==> src/rtl/usb_nrzi_rx.sv <==
// usb_nrzi_rx: USB full-speed receive front end.
// Samples the dp/dm line pair, NRZI-decodes J/K symbols, detects SYNC,
// removes stuffed bits, recognises EOP and flags line/stuff errors.
// Optional build macro: USB_RX_TIMEOUT_EN adds an 8-bit length watchdog
// that aborts a packet after 255 enabled cycles in SYNC/DATA/EOP.
//
// Handshake: there is no backpressure. bit_avail is a one-cycle strobe that
// qualifies bit_out; pkt_start, pkt_end, rx_err and timeout are one-cycle
// pulses. Every output is registered and reflects the enabled sample taken
// on the previous rising edge. With en low nothing advances and all pulses
// read 0 on the next cycle.
module usb_nrzi_rx #(
    parameter int STUFF_LIMIT = 6
) (
    input  logic       clk,
    input  logic       rst_b,
    input  logic       en,
    input  logic       dp,
    input  logic       dm,
    output logic       bit_out,
    output logic       bit_avail,
    output logic       pkt_start,
    output logic       pkt_end,
    output logic       rx_err,
    output logic [6:0] bit_cnt,
    output logic       timeout,
    output logic [2:0] dbg_state
);

    localparam int OW = (STUFF_LIMIT < 1) ? 1 : $clog2(STUFF_LIMIT + 1);
    localparam logic [OW-1:0] STUFF_MAX = OW'(STUFF_LIMIT);

    typedef enum logic [2:0] {
        ST_IDLE     = 3'd0,
        ST_SYNC     = 3'd1,
        ST_DATA     = 3'd2,
        ST_EOP      = 3'd3,
        ST_ERR_WAIT = 3'd4
    } state_t;

    state_t          state_q, state_d;
    logic            prev_line_q, prev_line_d;   // 1 = J, 0 = K
    logic [2:0]      zero_cnt_q, zero_cnt_d;
    logic [OW-1:0]   ones_cnt_q, ones_cnt_d;
    logic [1:0]      se0_cnt_q, se0_cnt_d;
    logic            seen_se0_q, seen_se0_d;
    logic [6:0]      bit_cnt_q, bit_cnt_d;
    logic            bit_out_q, bit_out_d;
    logic            bit_avail_q, bit_avail_d;
    logic            pkt_start_q, pkt_start_d;
    logic            pkt_end_q, pkt_end_d;
    logic            rx_err_q, rx_err_d;
    logic            go_err;

`ifdef USB_RX_TIMEOUT_EN
    logic [7:0]      tmo_cnt_q, tmo_cnt_d;
    logic            timeout_q, timeout_d;
`endif

    // Line symbol classification; dp alone distinguishes J from K.
    logic is_j, is_k, is_se0, is_se1, dec_one;
    assign is_j    = dp & ~dm;
    assign is_k    = ~dp & dm;
    assign is_se0  = ~dp & ~dm;
    assign is_se1  = dp & dm;
    assign dec_one = (dp == prev_line_q);

    // Next-state and output decode for one enabled line sample.
    always_comb begin
        state_d     = state_q;
        prev_line_d = prev_line_q;
        zero_cnt_d  = zero_cnt_q;
        ones_cnt_d  = ones_cnt_q;
        se0_cnt_d   = se0_cnt_q;
        seen_se0_d  = seen_se0_q;
        bit_cnt_d   = bit_cnt_q;
        bit_out_d   = bit_out_q;
        bit_avail_d = 1'b0;
        pkt_start_d = 1'b0;
        pkt_end_d   = 1'b0;
        rx_err_d    = 1'b0;
        go_err      = 1'b0;
`ifdef USB_RX_TIMEOUT_EN
        tmo_cnt_d   = tmo_cnt_q;
        timeout_d   = 1'b0;
`endif

        if (en) begin
            if (is_j || is_k) begin
                prev_line_d = dp;
            end

            case (state_q)
                ST_IDLE: begin
                    // First K after idle is SYNC zero number one.
                    if (is_k) begin
                        state_d    = ST_SYNC;
                        zero_cnt_d = 3'd1;
                    end
                end
                ST_SYNC: begin
                    if (is_se1) begin
                        go_err = 1'b1;
                    end else if (is_se0) begin
                        state_d = ST_IDLE;
                    end else if (dec_one) begin
                        if (zero_cnt_q == 3'd7) begin
                            state_d     = ST_DATA;
                            pkt_start_d = 1'b1;
                            bit_cnt_d   = 7'd0;
                            ones_cnt_d  = '0;
                        end else begin
                            state_d = ST_IDLE;
                        end
                    end else if (zero_cnt_q == 3'd7) begin
                        state_d = ST_IDLE;
                    end else begin
                        zero_cnt_d = zero_cnt_q + 3'd1;
                    end
                end
                ST_DATA: begin
                    if (is_se1) begin
                        go_err = 1'b1;
                    end else if (is_se0) begin
                        state_d   = ST_EOP;
                        se0_cnt_d = 2'd1;
                    end else if (ones_cnt_q == STUFF_MAX) begin
                        // A run of STUFF_LIMIT ones must be followed by a stuffed 0.
                        if (dec_one) begin
                            go_err = 1'b1;
                        end else begin
                            ones_cnt_d = '0;
                        end
                    end else begin
                        bit_out_d   = dec_one;
                        bit_avail_d = 1'b1;
                        ones_cnt_d  = dec_one ? (ones_cnt_q + 1'b1) : '0;
                        if (bit_cnt_q != 7'd127) begin
                            bit_cnt_d = bit_cnt_q + 7'd1;
                        end
                    end
                end
                ST_EOP: begin
                    if (is_se1 || is_k) begin
                        go_err = 1'b1;
                    end else if (is_se0) begin
                        if (se0_cnt_q != 2'd3) begin
                            se0_cnt_d = se0_cnt_q + 2'd1;
                        end
                    end else if (se0_cnt_q >= 2'd2) begin
                        state_d   = ST_IDLE;
                        pkt_end_d = 1'b1;
                    end else begin
                        go_err = 1'b1;
                    end
                end
                ST_ERR_WAIT: begin
                    // Recover only on SE0 immediately followed by J.
                    if (is_se0) begin
                        seen_se0_d = 1'b1;
                    end else if (is_j && seen_se0_q) begin
                        state_d = ST_IDLE;
                    end else begin
                        seen_se0_d = 1'b0;
                    end
                end
                default: begin
                    state_d = ST_IDLE;
                end
            endcase

`ifdef USB_RX_TIMEOUT_EN
            if (state_q == ST_SYNC || state_q == ST_DATA || state_q == ST_EOP) begin
                tmo_cnt_d = tmo_cnt_q + 8'd1;
                if (tmo_cnt_q == 8'd254) begin
                    // Length abort overrides whatever this sample would have done.
                    timeout_d   = 1'b1;
                    go_err      = 1'b1;
                    bit_avail_d = 1'b0;
                    pkt_start_d = 1'b0;
                    pkt_end_d   = 1'b0;
                    bit_out_d   = bit_out_q;
                    bit_cnt_d   = bit_cnt_q;
                end
            end
`endif

            if (go_err) begin
                state_d    = ST_ERR_WAIT;
                rx_err_d   = 1'b1;
                seen_se0_d = 1'b0;
            end

            // Entering IDLE re-arms the decoder so the next K decodes as 0.
            if (state_d == ST_IDLE) begin
                prev_line_d = 1'b1;
`ifdef USB_RX_TIMEOUT_EN
                tmo_cnt_d   = 8'd0;
`endif
            end
        end
    end

    // State and output registers with asynchronous active-low reset.
    always_ff @(posedge clk or negedge rst_b) begin
        if (!rst_b) begin
            state_q     <= ST_IDLE;
            prev_line_q <= 1'b1;
            zero_cnt_q  <= 3'd0;
            ones_cnt_q  <= '0;
            se0_cnt_q   <= 2'd0;
            seen_se0_q  <= 1'b0;
            bit_cnt_q   <= 7'd0;
            bit_out_q   <= 1'b0;
            bit_avail_q <= 1'b0;
            pkt_start_q <= 1'b0;
            pkt_end_q   <= 1'b0;
            rx_err_q    <= 1'b0;
`ifdef USB_RX_TIMEOUT_EN
            tmo_cnt_q   <= 8'd0;
            timeout_q   <= 1'b0;
`endif
        end else begin
            state_q     <= state_d;
            prev_line_q <= prev_line_d;
            zero_cnt_q  <= zero_cnt_d;
            ones_cnt_q  <= ones_cnt_d;
            se0_cnt_q   <= se0_cnt_d;
            seen_se0_q  <= seen_se0_d;
            bit_cnt_q   <= bit_cnt_d;
            bit_out_q   <= bit_out_d;
            bit_avail_q <= bit_avail_d;
            pkt_start_q <= pkt_start_d;
            pkt_end_q   <= pkt_end_d;
            rx_err_q    <= rx_err_d;
`ifdef USB_RX_TIMEOUT_EN
            tmo_cnt_q   <= tmo_cnt_d;
            timeout_q   <= timeout_d;
`endif
        end
    end

    assign bit_out   = bit_out_q;
    assign bit_avail = bit_avail_q;
    assign pkt_start = pkt_start_q;
    assign pkt_end   = pkt_end_q;
    assign rx_err    = rx_err_q;
    assign bit_cnt   = bit_cnt_q;
    assign dbg_state = state_q;
`ifdef USB_RX_TIMEOUT_EN
    assign timeout   = timeout_q;
`else
    assign timeout   = 1'b0;
`endif

endmodule

==> config.mk <==
export PLATFORM = sky130hd
export DESIGN_NAME = usb_nrzi_rx
export DESIGN_NICKNAME = d
export VERILOG_FILES = /design/src/rtl/usb_nrzi_rx.sv
export SDC_FILE = /design/constraint.sdc
export NUM_CORES = 1
export LEC_CHECK = 0
export BUFFER_PORTS_ARGS = -buffer_cell sky130_fd_sc_hd__buf_2
export CORE_AREA = 2 2 61 63
export CTS_CLUSTER_SIZE = 30
export DETAILED_ROUTE_END_ITERATION = 12
export DIE_AREA = 0 0 63 65
export PLACE_DENSITY = 0.78
export SYNTH_ARGS = -nofsm -noshare
export SYNTH_HDL_FRONTEND = slang
export SYNTH_SLANG_ARGS = --single-unit
==> constraint.sdc <==
create_clock -name clk -period 3.4 [get_ports clk]
set_input_delay 0.51 -clock clk [delete_from_list [all_inputs] [get_ports clk]]
set_output_delay 0.51 -clock clk [all_outputs]
set_load 0.01 [all_outputs]
## After elaboration in Yosys (flattened, before gate mapping)

Cells that the tools add are included.

- Input bits: 5
- Register bits after elaboration: 25
- Word-level logic and storage cells: 150

- Add/sub/neg operators: 4
- Eq/ne operators: 26
- Mux-type cells: 81
- Bitwise operators: 9
- $lt $le $gt $ge: 1
- Reduce and logical (&&, ||, !) cells: 17

Operators with widths:

| cell | number |
|---|---|
| $mux W3 | 28 |
| $mux W7 | 8 |
| $mux W1 | 33 |
| $ne A2 B2 Y1 const B | 16 |
| $pmux W3 S5 | 1 |
| $pmux W7 S2 | 1 |
| $reduce_and A7 Y1 | 2 |
| $mux W2 | 6 |
| $pmux W3 S2 | 2 |
| $reduce_and A10 Y1 | 1 |
| $reduce_bool A2 Y1 | 5 |
| $eq A3 B3 Y1 const B | 3 |
| $reduce_and A9 Y1 | 1 |
| $add A7 B1 Y7 const B | 1 |
| $ne A7 B7 Y1 const B | 1 |
| $add A3 B1 Y3 const B | 2 |
| $eq A3 B2 Y1 const B | 2 |
| $logic_not A3 Y1 | 2 |
| $not A1 Y1 | 5 |
| $reduce_and A5 Y1 | 1 |
| $and A1 B1 Y1 | 4 |
| $pmux W2 S2 | 1 |
| $eq A3 B1 Y1 const B | 1 |
| $ne A3 B2 Y1 const B | 1 |
| other kinds (9) | 10 |

## Longest topological paths before layout

- Depth in word-level cells: 12
- Mapped depth: 7
- Gate-level depth less buffers: 7

## Least setup slack after synthesis

No wires, ideal clock.

- Path kind: input to register
- Start point: input port dp
- End point: register bit_cnt_q[0], in the netlist bit_cnt[0]
- Path slack: 1.576 ns
- Arrival time: 1.699 ns
- Cell stages on the path: 6
- Library setup time: 0.125 ns
- Cell sequence: inv_1 > ha_1 > nand2b_1 > a2111oi_4 > o21ai_1 > mux2_2

- Cells in the longest elaborated chain, start to end: 4
- Elaborated cells between the ends (all ways): 10
- Those cells by class: eq/ne: 6; bitwise: 3; reduce/logical: 1

RTL lines:

| what | line | text |
|---|---|---|
| start: declaration | 18 | `input logic dp,` |
| $not A1 Y1 | 64 | `assign is_se0 = ~dp & ~dm;` |
| $and A1 B1 Y1 | 64 |  |
| $ne A2 B2 Y1 (no source line) | - |  |
| $reduce_and A10 Y1 (no source line) (*) | - |  |
| end signal: assignment | 230 | `bit_cnt_q <= bit_cnt_d;` |
| end: declaration | 47 | `logic [6:0] bit_cnt_q, bit_cnt_d;` |

Mark *: on every way between the ends. The rest lies on a longest branch, timed or not.
A chain may end at the register's enable or synchronous reset.

## Worst setup path after layout

- Start point: register state_q[0], in the netlist dbg_state[0]
- End point: register bit_cnt_q[0], in the netlist bit_cnt[0]

- Cells in the longest elaborated chain, start to end: 3
- Elaborated cells between the ends (all ways): 13
- Those cells by class: eq/ne: 10; mux: 1; reduce/logical: 2

RTL lines:

| what | line | text |
|---|---|---|
| start: declaration | 41 | `state_t state_q, state_d;` |
| start signal: assignment | 224 | `state_q <= state_d;` |
| $eq A3 B2 Y1 / $eq A3 B1 Y1 (equally long branches) | 93 | `case (state_q)` |
| $ne A2 B2 Y1 (no source line) / $reduce_bool A2 Y1 (equally long branches) | - |  |
| $reduce_and A10 Y1 (no source line) | - |  |

Parallel ways exist; a longest one is shown, timed or not.

==> run metrics <==
status complete, no violations; CP Capture Type flip-flop; post-cts repair resize count 0; initial core utilization 0.470; Max Clk Rate 492 MHz; CP Data Required Time 3.63 ns; crit-path max cell delay 0.72 ns; P&R area growth vs syn 8.16%; Die Span X 63 µm; gr usage total 0.167; worst-margin pin slew 0.659 ns; CTS root buffer clkbuf_4; Startpoint Class flip-flop; clock latency on the worst-skew pair 0.32 ns; H-tree depth 1; hold crit path type input port to asynchronous set/reset pin; final hold vios 0; number of distinct library cells after synthesis 53; CORE AREA 0.00350 mm²; Top delay family on crit path flip-flops; largest net degree at the start of global routing 26; Power Dens Cells 392 mW/mm²; Buf+Inv Stages, Crit Path 1; CTS tree built; Finished Cell Area 0.00178 mm²; # clock sinks 25; number of synthesized register bits 25; Row Count 22; DP HPWL 2.27 mm; synth warn 0; RSZ-0062 raised after global routing no; reg-to-reg critical path startpoint dbg_state[0]; I/O pins 21; GRT Residual Overflow 0; Vias/cell 5.56; worst slack, placed 1.08 ns; Max IR drop VDD 218 µV; Initial DRC Count 44; fraction of layout cells with a size suffix above 1 0.196; Fill cells 328; Setup Crit Path Kind flip-flop to flip-flop; CTS Buf Count 3; Post-Syn Area 0.00164 mm²; crit path max fanout 18; number of enable flip-flop cells after synthesis 0; via count 1290; number of max-cap violations 0; Worst-path clk slew 0.13 ns; Mapped Cells 169; postcts setup bufs 0; post-synth top area share 0.366; post-route DRC violation count 0; Final period util 0.598; cell taking the most area after synthesis dfrtp_1; initial antenna violation count 0; register area share after synthesis 0.382; crit path DAT 2.26 ns; DIE HEIGHT 65 µm; clk buf depth 2; ys async rst share 1.00; CP cell instances nand4b_1, a2111oi_4, buf_4, o21ai_1, mux2_2; fin. max-slew vios 0; Main synth FF type dfrtp_1; Slew headroom 0.561; Area contributors post-synth dfrtp_1 (37%), ha_1 (9.1%), nand2_1 (3.7%); vias in the first global route 1157; final worst slack 1.37 ns; Final min period 2.03 ns; Mean Syn Cell Area 9.71 µm²; Final Skew 0.00367 ns; I/O Buffers 19; CTS Hold Bufs 0; most frequent cell after synthesis dfrtp_1; setup violators final 0; Syn Nets 186; Placer Congestion 0.854; Fin Setup TNS 0 ns; per-cell routed wire length 13.3 µm; Crit. Startpoint dbg_state[0]; antenna cells 0; synth cell count leaders dfrtp_1 (24), nand2_1 (16), ha_1 (12); first-pass GRT wire length 5.41 mm; post-route ant nets 0; LEAKAGE 0.794 nW; dpl cell area 0.00175 mm²; Nets 202; critical-path cell with the highest stage delay dfrtp_1; Die ar. 0.00410 mm²; Pre-Repair DR Iteration Count 4; final wirelength 3.08 mm
[report_power, final]
group	switching, mW	leakage (nW)	internal, mW
combinational	0.0912	0.453	0.0766
sequential	0.0577	0.326	0.335
clock	0.0898	0.0150	0.0460
total	0.239	0.794	0.458
[placed cells by master (no fill, tap or decap), types with 2 or more instances in the layout]
master and instances:
nor3_1 6, a21oi_2 3, ha_1 12, a31oi_2 2, a21o_1 2, and2_1 3
clkbuf_4 3, nor2_1 7, nor4_1 3, and3_1 4, nand4b_1 2, a31oi_1 7
o211ai_1 2, nand2_1 16, nand3_1 2, mux2i_1 2, dfrtp_1 24, o21ai_0 5
inv_1 11, nand4_1 4, nand2b_1 3, nand3b_1 6, buf_2 19, a21oi_1 6
nor3b_1 2
[routing by layer]
metal | up-vias | part of all wire | track usage
met2 | 26 | 0.46 | 0.265
met4 | 0 | 0.015 | 0.0583
met5 | - | 0 | 0
met3 | 5 | 0.042 | 0.0295
met1 | 605 | 0.48 | 0.229
li1 | 654 | - | -
[sequential cells by signal (all words and copies together), names as in the netlist]
signal and cells:
dbg_state 3, zero_cnt_q 3, se0_cnt_q 2, seen_se0_q 1
rx_err 1, pkt_end 1, ones_cnt_q 3, bit_out 1
pkt_start 1, bit_cnt 7, bit_avail 1, prev_line_q 1
[kinds of logic after synthesis]
group,synth area share
and+or+nand+nor,0.227
buffers and inverters,0.0587
AOI/OAI and AO/OA,0.204
DFF,0.382
xor gates and xnor gates,0.0152
other,0.00228
muxes,0.0191
adders and majority gates,0.0915
[stage by stage]
step	util	instances	total power, mW	hold slack (ns)
2_1_floorplan	-	169	0.523	0.214
3_3_place_gp	0.500	228	0.565	0.480
3_5_place_dp	0.500	228	0.568	0.484
4_1_cts	0.508	232	0.703	0.171
5_1_grt	0.508	232	0.749	0.189
6_report	0.508	232	0.696	0.149
[path summary, 6_finish.rpt]
check / end / slack (ns) / cells after the start
min: bit_cnt[1] / 0.15 / 1
max: bit_cnt[0] / 1.37 / 5
max reg2reg: bit_cnt[0] / 1.37 / 5
min in group clk: dbg_state[0] / 0.48 / 2
max in group asynchronous: prev_line_q / 2.88 / 1
min reg2reg: bit_cnt[5] / 0.51 / 1
[worst register-to-register path, stage by stage (launching register included)]
cell       delay [ns]
dfrtp_1          0.72
nand4b_1         0.25
a2111oi_4        0.33
buf_4            0.24
o21ai_1          0.11
mux2_2           0.28
[cell type report]
class	instances	area [µm²]	area share
Clock buffer	4	26.3	0.0148
Sequential cell	25	627	0.353
Multi-Input combinational cell	124	918	0.517
Inverter	11	41.3	0.0233
Tap cell	48	60.1	0.0338
Timing Repair Buffer	20	103	0.0578
Power figures use the tool's default switching activity.
